File: src/rtl/mem_readback_controller.sv
// Frame-buffer read-back engine: sequential word reads from memory,
// buffered and serialised into bytes for the host transmitter.
module mem_readback_controller #(
  parameter int ADDRESS_WIDTH = 25,
  parameter int DATA_WIDTH    = 16,
  parameter int FIFO_DEPTH    = 4
) (
  input  logic                     clk_sys,
  input  logic                     reset,
  input  logic                     start,
  input  logic [ADDRESS_WIDTH-1:0] start_address,
  input  logic [15:0]              word_count,
  input  logic                     color_format,
  input  logic                     abort,
  output logic [ADDRESS_WIDTH-1:0] address_mem,
  output logic                     rd_mem,
  input  logic                     fifo_full_mem,
  input  logic [DATA_WIDTH-1:0]    data_in_mem,
  input  logic                     data_in_ready_mem,
  output logic [7:0]               tx_data,
  output logic                     tx_valid,
  input  logic                     tx_ready,
  output logic                     busy,
  output logic                     done
);

  localparam int PW = $clog2(FIFO_DEPTH);
  localparam int CW = PW + 1;

  typedef enum logic {
    IDLE,
    RUN
  } state_t;

  state_t state, state_nxt;

  logic [ADDRESS_WIDTH-1:0] addr_q;
  logic [15:0]              req_left;
  logic [16:0]              bytes_left;
  logic                     fmt_q;
  logic [CW-1:0]            outstanding;
  logic [CW-1:0]            fifo_count;
  logic [PW-1:0]            wr_ptr;
  logic [PW-1:0]            rd_ptr;
  logic [DATA_WIDTH-1:0]    fifo_mem [FIFO_DEPTH];
  logic [DATA_WIDTH-1:0]    head;
  logic                     lo_pend;
  logic [7:0]               lo_byte;
  logic [7:0]               tx_data_q;
  logic                     tx_valid_q;
  logic                     done_q;

  logic          start_ok;
  logic          issue;
  logic          ret;
  logic          push;
  logic          pop;
  logic          tx_fire;
  logic          last_byte;
  logic [CW:0]   inflight;

  // Credit covers words in flight, buffered, and held by the serialiser
  assign inflight = {1'b0, outstanding}
                  + {1'b0, fifo_count}
                  + {{CW{1'b0}}, tx_valid_q};

  assign start_ok  = (state == IDLE) && start && !abort
                   && (outstanding == '0);
  assign issue     = (state == RUN) && !abort
                   && (req_left != 16'd0)
                   && !fifo_full_mem
                   && (inflight < (CW+1)'(FIFO_DEPTH));
  assign ret       = data_in_ready_mem && (outstanding != '0);
  assign push      = ret && (state == RUN);
  assign tx_fire   = tx_valid_q && tx_ready;
  assign pop       = (state == RUN) && (fifo_count != '0)
                   && (!tx_valid_q || (tx_ready && !lo_pend));
  assign last_byte = tx_fire && (bytes_left == 17'd1);
  assign head      = fifo_mem[rd_ptr];

  assign rd_mem      = issue;
  assign address_mem = addr_q;
  assign tx_data     = tx_data_q;
  assign tx_valid    = tx_valid_q;
  assign busy        = (state == RUN);
  assign done        = done_q;

  always_ff @(posedge clk_sys) begin
    if (reset) state <= IDLE;
    else       state <= state_nxt;
  end

  always_comb begin
    state_nxt = state;
    unique case (state)
      IDLE: begin
        if (start_ok && (word_count != 16'd0))
          state_nxt = RUN;
      end
      RUN: begin
        if (abort)          state_nxt = IDLE;
        else if (last_byte) state_nxt = IDLE;
      end
    endcase
  end

  always_ff @(posedge clk_sys) begin
    if (reset) begin
      addr_q      <= '0;
      req_left    <= '0;
      bytes_left  <= '0;
      fmt_q       <= 1'b0;
      outstanding <= '0;
      done_q      <= 1'b0;
    end else begin
      done_q      <= 1'b0;
      outstanding <= outstanding + CW'(issue) - CW'(ret);
      if (start_ok) begin
        addr_q     <= start_address;
        req_left   <= word_count;
        fmt_q      <= color_format;
        bytes_left <= color_format ? {word_count, 1'b0}
                                   : {1'b0, word_count};
        done_q     <= (word_count == 16'd0);
      end else if (issue) begin
        addr_q   <= addr_q + 1'b1;
        req_left <= req_left - 16'd1;
      end
      if (tx_fire && (state == RUN) && !abort) begin
        bytes_left <= bytes_left - 17'd1;
        if (last_byte) done_q <= 1'b1;
      end
    end
  end

  always_ff @(posedge clk_sys) begin
    if (push) fifo_mem[wr_ptr] <= data_in_mem;
  end

  always_ff @(posedge clk_sys) begin
    if (reset || abort) begin
      wr_ptr     <= '0;
      rd_ptr     <= '0;
      fifo_count <= '0;
    end else begin
      if (push) wr_ptr <= wr_ptr + 1'b1;
      if (pop)  rd_ptr <= rd_ptr + 1'b1;
      fifo_count <= fifo_count + CW'(push) - CW'(pop);
    end
  end

  // Two-byte words present the high byte first and park the low byte
  always_ff @(posedge clk_sys) begin
    if (reset) begin
      tx_valid_q <= 1'b0;
      tx_data_q  <= '0;
      lo_pend    <= 1'b0;
      lo_byte    <= '0;
    end else if (abort) begin
      tx_valid_q <= 1'b0;
      lo_pend    <= 1'b0;
    end else if (pop) begin
      tx_valid_q <= 1'b1;
      tx_data_q  <= fmt_q ? head[15:8] : head[7:0];
      lo_pend    <= fmt_q;
      lo_byte    <= head[7:0];
    end else if (tx_fire) begin
      if (lo_pend) begin
        tx_data_q <= lo_byte;
        lo_pend   <= 1'b0;
      end else begin
        tx_valid_q <= 1'b0;
      end
    end
  end

endmodule

File: config.mk
export PLATFORM = sky130hd
export DESIGN_NAME = mem_readback_controller
export DESIGN_NICKNAME = d
export VERILOG_FILES = /design/src/rtl/mem_readback_controller.sv
export SDC_FILE = /design/constraint.sdc
export NUM_CORES = 1
export LEC_CHECK = 0
export ABC_CLOCK_PERIOD_IN_PS = 2800
export CAP_MARGIN = 20
export CORE_UTILIZATION = 39
export DETAILED_ROUTE_END_ITERATION = 7
export GPL_TIMING_DRIVEN = 0
export PLACE_DENSITY_LB_ADDON = 0.1
export SLEW_MARGIN = 20
export SYNTH_ARGS = -nofsm -noshare
export SYNTH_HDL_FRONTEND = slang
export SYNTH_SLANG_ARGS = --single-unit
export TNS_END_PERCENT = 50
File: constraint.sdc
create_clock -name clk_sys -period 2.8 [get_ports clk_sys]
set_input_delay 0.42 -clock clk_sys [delete_from_list [all_inputs] [get_ports clk_sys]]
set_output_delay 0.42 -clock clk_sys [all_outputs]
set_load 0.02 [all_outputs]
* Word level (Yosys, flattened, before mapping) *
Memories as Yosys holds them, arrays and structs flattened. A register that Yosys moved wholly into a read port is not among the register bits.
Cells that the tools add are included.

storage, ports and cells
  bits in latches = 0
  logic and storage cells = 95
  bits in registers = 89
  ROM bits = 0
  output and inout port bits = 37
  input port bits = 65
  memories kept = 1
  memory bits (writable) = 64

cells by class
  equal/unequal tests = 2
  reductions and logical operators = 37
  order comparisons = 1
  bitwise logic cells = 2
  multiplexer cells = 27
  $add $sub $neg = 11
  div/mod/pow operators = 0
  shift-type cells = 0
  multiply operators = 0

memory list
  memory    words  bits a word  rd ports  clocked after Yosys merged registers in  write ports  line  RTL
  fifo_mem  4      16           1         1                                        1            45    logic [DATA_WIDTH-1:0] fifo_mem [FIFO_DEPTH];

operator list
  operator                                              number
  two-way mux 17 bit                                    3
  two-way mux 25 bit                                    2
  two-way mux 16 bit                                    2
  two-way mux 8 bit                                     4
  nonzero test 16 bit                                   2
  adder 25 x 1 -> 25 bit, second input constant         1
  equality test 17 x 1 -> 1 bit, second input constant  1
  logical AND 1 bit                                     17
  subtractor 17 x 1 -> 17 bit, second input constant    1
  logical NOT 16 bit                                    1
  subtractor 16 x 1 -> 16 bit, second input constant    1
  two-way mux 1 bit                                     13
  nonzero test 2 bit                                    4
  adder 3 x 1 -> 3 bit                                  2
  nonzero test 3 bit                                    2
  subtractor 3 x 1 -> 3 bit                             2
  adder 2 x 1 -> 2 bit, second input constant           2
  adder 3 x 3 -> 4 bit                                  1
  adder 4 x 1 -> 4 bit                                  1
  logical NOT 1 bit                                     4
  < comparator 4 x 3 -> 1 bit, second input constant    1
  two-way mux 2 bit                                     2
  AND reduction 2 bit                                   2
  logical NOT 3 bit                                     1
  other kinds (6)                                       8

* Logic depth before layout (Yosys ltp) *
Gate-level depths: netlist of the first run.

  word-level depth = 7
  depth in mapped cells = 14
  mapped depth without buffers = 12

* Worst setup path before layout of the first run *
OpenSTA, ideal clock, no wires.

  kind = register to register
  from = register outstanding[2]
  to = register outstanding[2]
  setup slack = -0.183 ns
  clock period less this slack = 2.983 ns
  setup time = 0.128 ns
  data arrival time = 2.856 ns
  required time = 2.672 ns
  buffers on the path = 2
  stages on the path, launching flop included = 14
  cell sequence = dfxtp_1 > ha_1 > or4_1 > a211oi_4 > nand2_4 > inv_2 > buf_6 > buf_6 > ha_1 > inv_1 > fa_1 > xor2_1 > xnor2_1 > nor2_1

between the ends
  longest elaborated chain between the ends = 6
  elaborated cells between the ends (all ways) = 8
  those cells by class = add/sub (4); order compare (1); reduce/logical (3)

RTL lines
  element                      line  RTL
  from (decl)                  41    logic [CW-1:0] outstanding;
  from (signal assigned)       117   outstanding <= outstanding + CW'(issue) - CW'(ret);
  adder 3 x 3 -> 4 bit         64    + {1'b0, fifo_count}
  adder 4 x 1 -> 4 bit         65    + {{CW{1'b0}}, tx_valid_q};
  < comparator 4 x 3 -> 1 bit  72    && (inflight < (CW+1)'(FIFO_DEPTH));
  logical AND 1 bit            72
  via rd_mem                   16    output logic rd_mem,
  adder 3 x 1 -> 3 bit         117
  subtractor 3 x 1 -> 3 bit    117

The timed path passes the listed nets, and every way through them passes these cells.
A chain may end at the register's enable or synchronous reset.

* Worst setup path in the final report of the first run *
  from = register req_left[1]
  to = output rd_mem

between the ends
  longest elaborated chain between the ends = 4

RTL lines
  element                 line  RTL
  from (decl)             38    logic [15:0] req_left;
  from (signal assigned)  120   req_left <= word_count;
  from (signal assigned)  127   req_left <= req_left - 16'd1;
  nonzero test 16 bit     70    && (req_left != 16'd0)
  logical AND 1 bit       70
  logical AND 1 bit       71    && !fifo_full_mem
  logical AND 1 bit       72
  to (decl)               16

Every way passes these cells.

==> impl_metrics.prom, run 1 <==
# TYPE chip_impl_metric gauge
chip_impl_metric{name="io_buffers",unit=""} 99
chip_impl_info{name="tritoncts",value="yes"} 1
chip_impl_info{name="worstReg2RegStart",value="fifo_count[2]"} 1
chip_impl_metric{name="layout.nets",unit=""} 937
chip_impl_info{name="r2r_end",value="outstanding[2]"} 1
chip_impl_metric{name="post-route-period-util",unit=""} 0.979
chip_impl_metric{name="clk_pin_slew_worst_paths",unit="ns"} 0.07
chip_impl_metric{name="p_switching",unit="µW"} 2280
chip_impl_metric{name="area.growth.synth_to_final",unit="%"} 26.5
chip_impl_info{name="timing.critical_path.max_delay_family",value="simple AND/OR/NAND/NOR gates"} 1
chip_impl_metric{name="routed-via-count",unit=""} 6401
chip_impl_metric{name="die-height",unit="µm"} 142
chip_impl_metric{name="post_synth_num_cell_types",unit=""} 75
chip_impl_metric{name="grt_pass1_vias",unit=""} 6435
chip_impl_metric{name="start_util",unit=""} 0.402
chip_impl_metric{name="layout-drive-gt1-share",unit=""} 0.121
chip_impl_metric{name="fin_ws",unit="ns"} 0.0586
chip_impl_metric{name="hold_path_depth",unit=""} 2
chip_impl_metric{name="arrival",unit="ns"} 2.32
chip_impl_metric{name="firstDrtPassIters",unit=""} 5
chip_impl_metric{name="grt_max_degree",unit=""} 23
chip_impl_metric{name="synth_area_per_cell",unit="µm²"} 10.3
chip_impl_metric{name="critical_path.n_buffers_inverters",unit=""} 3
chip_impl_info{name="end_kind",value="primary output"} 1
chip_impl_metric{name="synth_enable_flop_cells",unit=""} 64
chip_impl_metric{name="globalRouteTotalUtil",unit=""} 0.237
chip_impl_metric{name="cp_max_fo",unit=""} 22
chip_impl_metric{name="post_detailed_route_count_of_antenna_violating_nets",unit=""} 0
chip_impl_metric{name="std_cell_rows",unit=""} 50
chip_impl_metric{name="pwr_density_cell",unit="nW/µm²"} 709
chip_impl_metric{name="worst-r2r-cell-count",unit=""} 12
chip_impl_metric{name="routedWlPerCell",unit="µm"} 20.3
chip_impl_metric{name="antenna_cells_inserted",unit=""} 0
chip_impl_metric{name="asyncSetResetFlopFracSynth",unit=""} 0
chip_impl_info{name="synth.most_common_cell",value="sky130_fd_sc_hd__dfxtp_1"} 1
chip_impl_metric{name="gr-total-overflow",unit=""} 0
chip_impl_metric{name="die_width",unit="µm"} 142
chip_impl_metric{name="initial_antenna_violation_count",unit=""} 0
chip_impl_metric{name="wl",unit="mm"} 22.9
chip_impl_info{name="standard_cell_with_the_maximum_stage_delay_on_the_critical_path",value="sky130_fd_sc_hd__or4b_4"} 1
chip_impl_info{name="startpoint_type",value="flop"} 1
chip_impl_metric{name="timing.fmax",unit="MHz"} 365
chip_impl_metric{name="core_box_area",unit="µm²"} 18900
chip_impl_info{name="setup_repair_after_global_routing_missed_its_margin",value="yes"} 1
chip_impl_metric{name="seq_power_share",unit=""} 0.404
chip_impl_info{name="path_class",value="flop to primary output"} 1
chip_impl_metric{name="postSynthCellCount",unit=""} 735
chip_impl_info{name="global_route.peak_usage_layer",value="met2"} 1
chip_impl_metric{name="finalCriticalPeriod",unit="ns"} 2.74
chip_impl_metric{name="power.share.switching",unit=""} 0.335
chip_impl_metric{name="data_required_time_of_the_critical_path",unit="ns"} 2.38
chip_impl_metric{name="worst_ir_drop_vdd",unit="V"} 0.000582
chip_impl_metric{name="pin_count",unit=""} 102
chip_impl_metric{name="grt_pass1_wl",unit="mm"} 35.6
chip_impl_info{name="timing.hold.worst.class",value="flop to flop"} 1
chip_impl_metric{name="maxSlewViolCount",unit=""} 0
chip_impl_metric{name="synth.net_count",unit=""} 817
chip_impl_metric{name="use_met1",unit=""} 0.288
chip_impl_metric{name="setup-violations-final",unit=""} 0
chip_impl_metric{name="post-route-drc-count",unit=""} 0
chip_impl_metric{name="synth-seq-area-share",unit=""} 0.493
chip_impl_metric{name="fill_cells",unit=""} 1744
chip_impl_metric{name="layoutNonFillerInstCount",unit=""} 1128
chip_impl_info{name="cp_cell_sequence",value="inv_2 > ha_4 > or4b_4 > or4_4 > nand2_8 > inv_16 > buf_4"} 1
chip_impl_metric{name="clock_sink_count",unit=""} 155
chip_impl_metric{name="post-place-ws",unit="ns"} -0.852
chip_impl_metric{name="clock_buffer_count_from_cts",unit=""} 17
chip_impl_metric{name="dp.cells",unit=""} 1094
chip_impl_metric{name="cts.path.max_buffers",unit=""} 2
chip_impl_metric{name="globalplace.congestion",unit=""} 0.908
chip_impl_info{name="post_synth_main_area_contributors",value="sky130_fd_sc_hd__edfxtp_1, sky130_fd_sc_hd__dfxtp_1, sky130_fd_sc_hd__mux4_2"} 1
chip_impl_metric{name="clock_power_share",unit=""} 0.346
chip_impl_metric{name="p_int",unit="µW"} 4530
chip_impl_metric{name="synth-warning-count",unit=""} 0
chip_impl_metric{name="final_hold_viol_count",unit=""} 0
chip_impl_metric{name="met2_usage",unit=""} 0.411
chip_impl_metric{name="power.static_leakage",unit="µW"} 0.00338
chip_impl_metric{name="r2r_setup_slack",unit="ns"} 0.09
chip_impl_info{name="ys_top_cells_by_count",value="sky130_fd_sc_hd__dfxtp_1, sky130_fd_sc_hd__nor2_1, sky130_fd_sc_hd__edfxtp_1"} 1
chip_impl_metric{name="first_iter_violations",unit=""} 473
chip_impl_metric{name="insertion_delay",unit="ns"} 0.43
chip_impl_info{name="synth_top_cell_by_area",value="sky130_fd_sc_hd__edfxtp_1"} 1
chip_impl_metric{name="viasPerCell",unit=""} 5.67
chip_impl_metric{name="power.share.combinational",unit=""} 0.250
chip_impl_metric{name="worst-slew-pin-transition",unit="ns"} 0.917
chip_impl_info{name="hold_path.startpoint",value="address_mem[24]"} 1
chip_impl_info{name="root_buffer",value="sky130_fd_sc_hd__clkbuf_16"} 1
chip_impl_metric{name="fp.dieArea",unit="µm²"} 20100
chip_impl_metric{name="yosysTopAreaCellShare",unit=""} 0.253
chip_impl_info{name="run_status",value="complete, no violations"} 1
chip_impl_info{name="synth_ff_type",value="sky130_fd_sc_hd__dfxtp_1"} 1
chip_impl_metric{name="h_tree_depth",unit=""} 4
chip_impl_metric{name="final.setup_skew",unit="ns"} 0.0111
chip_impl_metric{name="critical-path-max-stage-delay",unit="ns"} 0.48
chip_impl_metric{name="synth_seq_cells",unit=""} 155
chip_impl_metric{name="post_synth_instance_area",unit="µm²"} 7600
chip_impl_metric{name="global_route.usage.met3",unit=""} 0.0486
chip_impl_metric{name="slew-limit-headroom",unit=""} 0.383
chip_impl_metric{name="timing.max_cap.violations",unit=""} 0
chip_impl_info{name="whs_endpoint",value="address_mem[24]"} 1
chip_impl_metric{name="post_dp_hpwl",unit="mm"} 16.1
chip_impl_metric{name="setup_tns",unit="ns"} 0
[metrics by stage]
stage	hold WS, ns	area (µm²)	power, µW	util
2_1_floorplan	0.459	7640	3790	-
3_3_place_gp	0.476	8960	4390	0.474
3_5_place_dp	0.480	8960	4430	0.474
4_1_cts	0.489	9600	6820	0.508
5_1_grt	0.528	9620	7120	0.509
6_report	0.487	9620	6810	0.509
[kinds of logic after synthesis]
| kind of cell | synth area share |
|---|---|
| xor gates and xnor gates | 0.0127 |
| AOI/OAI and AO/OA | 0.161 |
| muxes | 0.0731 |
| adders and majority gates | 0.0300 |
| and+or+nand+nor | 0.190 |
| DFF | 0.493 |
| buffers and inverters | 0.0408 |
[per-layer routing]
| metal | share of wire | vias up |
|---|---|---|
| met5 | 0 | - |
| met4 | 0.028 | 0 |
| met3 | 0.056 | 39 |
| met2 | 0.50 | 231 |
| met1 | 0.42 | 3105 |
| li1 | - | 3026 |
[flip-flops by register name, summed over array words and instances (netlist names), named ones only]
register     count
fmt_q            1
bytes_left      17
outstanding      3
address_mem     25
req_left        16
wr_ptr           2
rd_ptr           2
lo_pend          1
busy             1
tx_data          8
done             1
fifo_count       3
lo_byte          8
fifo_mem        64
tx_valid         1
[cells in the final DEF (no fill, tap or decap), types with 16 or more instances in the layout]
cell type,instances
sky130_fd_sc_hd__clkdlybuf4s50_1,98
sky130_fd_sc_hd__nor2_1,87
sky130_fd_sc_hd__dfxtp_1,84
sky130_fd_sc_hd__edfxtp_1,64
sky130_fd_sc_hd__nand2_1,49
sky130_fd_sc_hd__a21oi_1,48
sky130_fd_sc_hd__nor3_1,36
sky130_fd_sc_hd__clkbuf_1,26
sky130_fd_sc_hd__inv_1,24
sky130_fd_sc_hd__clkbuf_16,17
sky130_fd_sc_hd__mux4_2,16
[power groups by stage]
stage / logic, µW / clock network (µW) / registers [µW]
global route: 1840 / 2490 / 2780
floorplan: 958 / 0 / 2830
CTS: 1690 / 2380 / 2750
finish: 1710 / 2360 / 2750
global placement: 1610 / 0 / 2780
detailed placement: 1640 / 0 / 2790
[area by class of cell]
class,instances,area [µm²],area share
flip-flops and latches,155,3750,0.390
multi-input cells,508,3600,0.375
repair buffers,105,1030,0.107
clock buffers,17,425,0.0442
well taps,260,325,0.0338
plain buffers,40,181,0.0189
clock inverters,15,176,0.0183
inverters,28,121,0.0126
[worst max path at each step]
stage	start	end	cells past startpoint
global placement	abort	rd_mem	8
floorplan	outstanding[2]	outstanding[2]	13
global route	req_left[1]	rd_mem	7
detailed placement	abort	outstanding[2]	13
CTS	req_left[1]	rd_mem	7
finish	req_left[1]	rd_mem	7
[worst reg2reg max path, delay by kind of cell, from the launching register on]
kind / cells / cell delay [ns]
AND/OR/NAND/NOR: 3 / 0.70
XOR/XNOR: 2 / 0.32
AO/OA/AOI/OAI: 1 / 0.21
adder cells (fa/ha/maj): 3 / 0.66
buffers and inverters: 3 / 0.35
flip-flops: 1 / 0.35
[repair_timing]
action,CTS,global route
pin swaps,2,1
cloned,0,0
endpoints found under the setup margin,20,14
hold endpoints to repair,0,0
setup buffers,5,0
gates resized for setup,15,8
hold buffers,0,0
(Power assumes the default switching activity.)
==> inputs of run 2 (changes only) <==
Settings changed: ABC_CLOCK_PERIOD_IN_PS 2800 to 2900.
Clock period 2.8 ns to 2.9 ns, I/O delays scaled along.
==> impl_metrics.prom, run 2 (synthesized netlist as in run 1, its figures left out) <==
# TYPE chip_impl_metric gauge
chip_impl_metric{name="critical-path-max-stage-delay",unit="ns"} 0.60
chip_impl_metric{name="initial_antenna_violation_count",unit=""} 0
chip_impl_info{name="standard_cell_with_the_maximum_stage_delay_on_the_critical_path",value="sky130_fd_sc_hd__or4_4"} 1
chip_impl_metric{name="fp.dieArea",unit="µm²"} 20100
chip_impl_metric{name="finalCriticalPeriod",unit="ns"} 2.83
chip_impl_metric{name="viasPerCell",unit=""} 5.81
chip_impl_info{name="tritoncts",value="yes"} 1
chip_impl_info{name="path_class",value="flop to primary output"} 1
chip_impl_metric{name="power.static_leakage",unit="µW"} 0.00342
chip_impl_metric{name="p_int",unit="µW"} 4310
chip_impl_metric{name="clk_pin_slew_worst_paths",unit="ns"} 0.08
chip_impl_metric{name="clock_buffer_count_from_cts",unit=""} 17
chip_impl_metric{name="maxSlewViolCount",unit=""} 0
chip_impl_metric{name="data_required_time_of_the_critical_path",unit="ns"} 2.47
chip_impl_info{name="timing.hold.worst.class",value="flop to flop"} 1
chip_impl_metric{name="cts.path.max_buffers",unit=""} 2
chip_impl_metric{name="pin_count",unit=""} 102
chip_impl_metric{name="timing.fmax",unit="MHz"} 354
chip_impl_metric{name="power.share.combinational",unit=""} 0.256
chip_impl_metric{name="cp_max_fo",unit=""} 7
chip_impl_info{name="largest-register",value="fifo_mem"} 1
chip_impl_metric{name="worst-slew-pin-transition",unit="ns"} 0.968
chip_impl_metric{name="post-route-drc-count",unit=""} 0
chip_impl_metric{name="post_detailed_route_count_of_antenna_violating_nets",unit=""} 0
chip_impl_metric{name="die-height",unit="µm"} 142
chip_impl_metric{name="routed-via-count",unit=""} 6592
chip_impl_info{name="root_buffer",value="sky130_fd_sc_hd__clkbuf_16"} 1
chip_impl_metric{name="globalRouteTotalUtil",unit=""} 0.247
chip_impl_metric{name="antenna_cells_inserted",unit=""} 0
chip_impl_metric{name="fill_cells",unit=""} 1740
chip_impl_info{name="end_kind",value="primary output"} 1
chip_impl_metric{name="globalplace.congestion",unit=""} 0.893
chip_impl_metric{name="p_switching",unit="µW"} 2270
chip_impl_metric{name="io_buffers",unit=""} 99
chip_impl_info{name="worstSetupStartpoint",value="req_left[6]"} 1
chip_impl_metric{name="worst_ir_drop_vdd",unit="V"} 0.000436
chip_impl_metric{name="clock_power_share",unit=""} 0.341
chip_impl_metric{name="hold_buffers",unit=""} 0
chip_impl_info{name="run_status",value="complete, no violations"} 1
chip_impl_metric{name="final_hold_viol_count",unit=""} 0
chip_impl_metric{name="hold_ws",unit="ns"} 0.489
chip_impl_metric{name="first_iter_violations",unit=""} 557
chip_impl_info{name="cp_cell_sequence",value="or4_4 > or4_4 > nand2_8 > inv_6 > buf_12 > buf_6"} 1
chip_impl_metric{name="post_dp_hpwl",unit="mm"} 16.1
chip_impl_metric{name="clock_sink_count",unit=""} 155
chip_impl_metric{name="multi_input_logic_area",unit="µm²"} 3600
chip_impl_metric{name="grt_pass1_vias",unit=""} 6639
chip_impl_metric{name="final-seq-area",unit="µm²"} 3750
chip_impl_metric{name="layout.nets",unit=""} 944
chip_impl_info{name="startpoint_type",value="flop"} 1
chip_impl_info{name="hold_path.startpoint",value="address_mem[24]"} 1
chip_impl_metric{name="power.share.switching",unit=""} 0.345
chip_impl_metric{name="h_tree_depth",unit=""} 4
chip_impl_metric{name="wl",unit="mm"} 23.9
chip_impl_metric{name="routedWlPerCell",unit="µm"} 21.1
chip_impl_metric{name="setup-violations-final",unit=""} 0
chip_impl_metric{name="seq_power_share",unit=""} 0.403
chip_impl_metric{name="number_of_flip_flops_under_the_largest_register_name",unit=""} 64
chip_impl_info{name="cell_occurring_most_often_along_the_worst_timing_path",value="sky130_fd_sc_hd__or4_4"} 1
chip_impl_metric{name="die_width",unit="µm"} 142
chip_impl_metric{name="area.growth.synth_to_final",unit="%"} 27.2
chip_impl_metric{name="std_cell_rows",unit=""} 50
chip_impl_metric{name="insertion_delay",unit="ns"} 0.44
chip_impl_metric{name="start_util",unit=""} 0.402
chip_impl_info{name="setup_repair_after_global_routing_missed_its_margin",value="yes"} 1
chip_impl_metric{name="grt_max_degree",unit=""} 19
chip_impl_metric{name="final.setup_skew",unit="ns"} 0.0124
chip_impl_info{name="worstReg2RegStart",value="outstanding[1]"} 1
chip_impl_metric{name="gr-total-overflow",unit=""} 0
chip_impl_metric{name="post-route-period-util",unit=""} 0.974
chip_impl_info{name="final_cell_mix",value="sky130_fd_sc_hd__clkdlybuf4s50_1, sky130_fd_sc_hd__nor2_1, sky130_fd_sc_hd__dfxtp_1, sky130_fd_sc_hd__edfxtp_1, sky130_fd_sc_hd__nand2_1"} 1
chip_impl_metric{name="firstDrtPassIters",unit=""} 6
chip_impl_info{name="mostFrequentLayoutCell",value="sky130_fd_sc_hd__clkdlybuf4s50_1"} 1
chip_impl_metric{name="slew-limit-headroom",unit=""} 0.355
chip_impl_metric{name="arrival",unit="ns"} 2.39
chip_impl_metric{name="core_box_area",unit="µm²"} 18900
chip_impl_metric{name="setup_tns",unit="ns"} 0
chip_impl_metric{name="layout-drive-gt1-share",unit=""} 0.120
chip_impl_metric{name="grt_pass1_wl",unit="mm"} 36.9
chip_impl_metric{name="timing.max_cap.violations",unit=""} 0
chip_impl_metric{name="pwr_density_cell",unit="nW/µm²"} 681
## run 2: cell types whose count changed in the layout (fill, tap and decap cells not counted), moves of 2 or more
| cell | previous run | this run |
|---|---|---|
| sky130_fd_sc_hd__inv_8 | 6 | 8 |
| sky130_fd_sc_hd__dfxtp_1 | 84 | 87 |
| sky130_fd_sc_hd__dfxtp_2 | 7 | 3 |
| sky130_fd_sc_hd__clkinvlp_4 | 2 | 0 |
| sky130_fd_sc_hd__clkbuf_1 | 26 | 28 |
| sky130_fd_sc_hd__ha_1 | 12 | 14 |
| sky130_fd_sc_hd__clkbuf_2 | 3 | 1 |
| sky130_fd_sc_hd__buf_4 | 8 | 11 |
| sky130_fd_sc_hd__clkinv_4 | 0 | 2 |
## run 2: area by class of cell
cell class              instances  share of cell area
clock buffers                  17              0.0440
well taps                     260              0.0337
plain buffers                  42              0.0207
clock inverters                15              0.0160
multi-input cells             508               0.372
inverters                      28              0.0114
flip-flops and latches        155               0.388
repair buffers                110               0.114
## run 2: timing repair
action,4_1_cts,5_1_grt
buffers inserted,9,1
setup endpoints to repair,10,12
pin swaps,4,3
gates cloned,1,0
hold endpoints to repair,0,0
resized for setup,20,5
## run 2: stage by stage
step / cell area [µm²] / utilization / instances / power (µW) / setup WS [ns]
finish: 9670 / 0.512 / 1135 / 6580 / 0.0746
global route: 9670 / 0.512 / 1135 / 6840 / -0.0373
CTS: 9640 / 0.510 / 1134 / 6540 / 0.0105
detailed placement: 8930 / 0.472 / 1094 / 4250 / -0.820
global placement: 8920 / 0.472 / 1094 / 4200 / -0.758
floorplan: 7600 / - / 735 / 3630 / 0.0100
## run 2: layer usage
metal	track usage	vias up	wire [µm]
li1	-	3041	-
met1	0.300	3211	10000
met2	0.421	290	11600
met3	0.0496	50	1500
met4	0.114	0	753
met5	0	-	0
## run 2: final timing paths
path                     endpoint  slack, ns  cells after the start
setup / recovery           rd_mem       0.07                      6
hold / removal    address_mem[24]       0.49                      2
setup reg to reg      req_left[0]       0.08                      6
hold reg to reg   address_mem[24]       0.49                      2
## run 2: power by group through the flow
stage	Combinational [µW]	Clock, µW	Sequential (µW)
final	1690	2240	2650
after global routing	1820	2350	2670
after CTS	1650	2250	2640
after detailed placement	1560	0	2690
after global placement	1520	0	2680
after floorplan	906	0	2730
## run 2: critical path, delay by kind of cell, from the launching register on
family / cells / cell delay, ns
and+or+nand+nor: 3 / 1.28
DFF: 1 / 0.37
buffers and inverters: 3 / 0.29
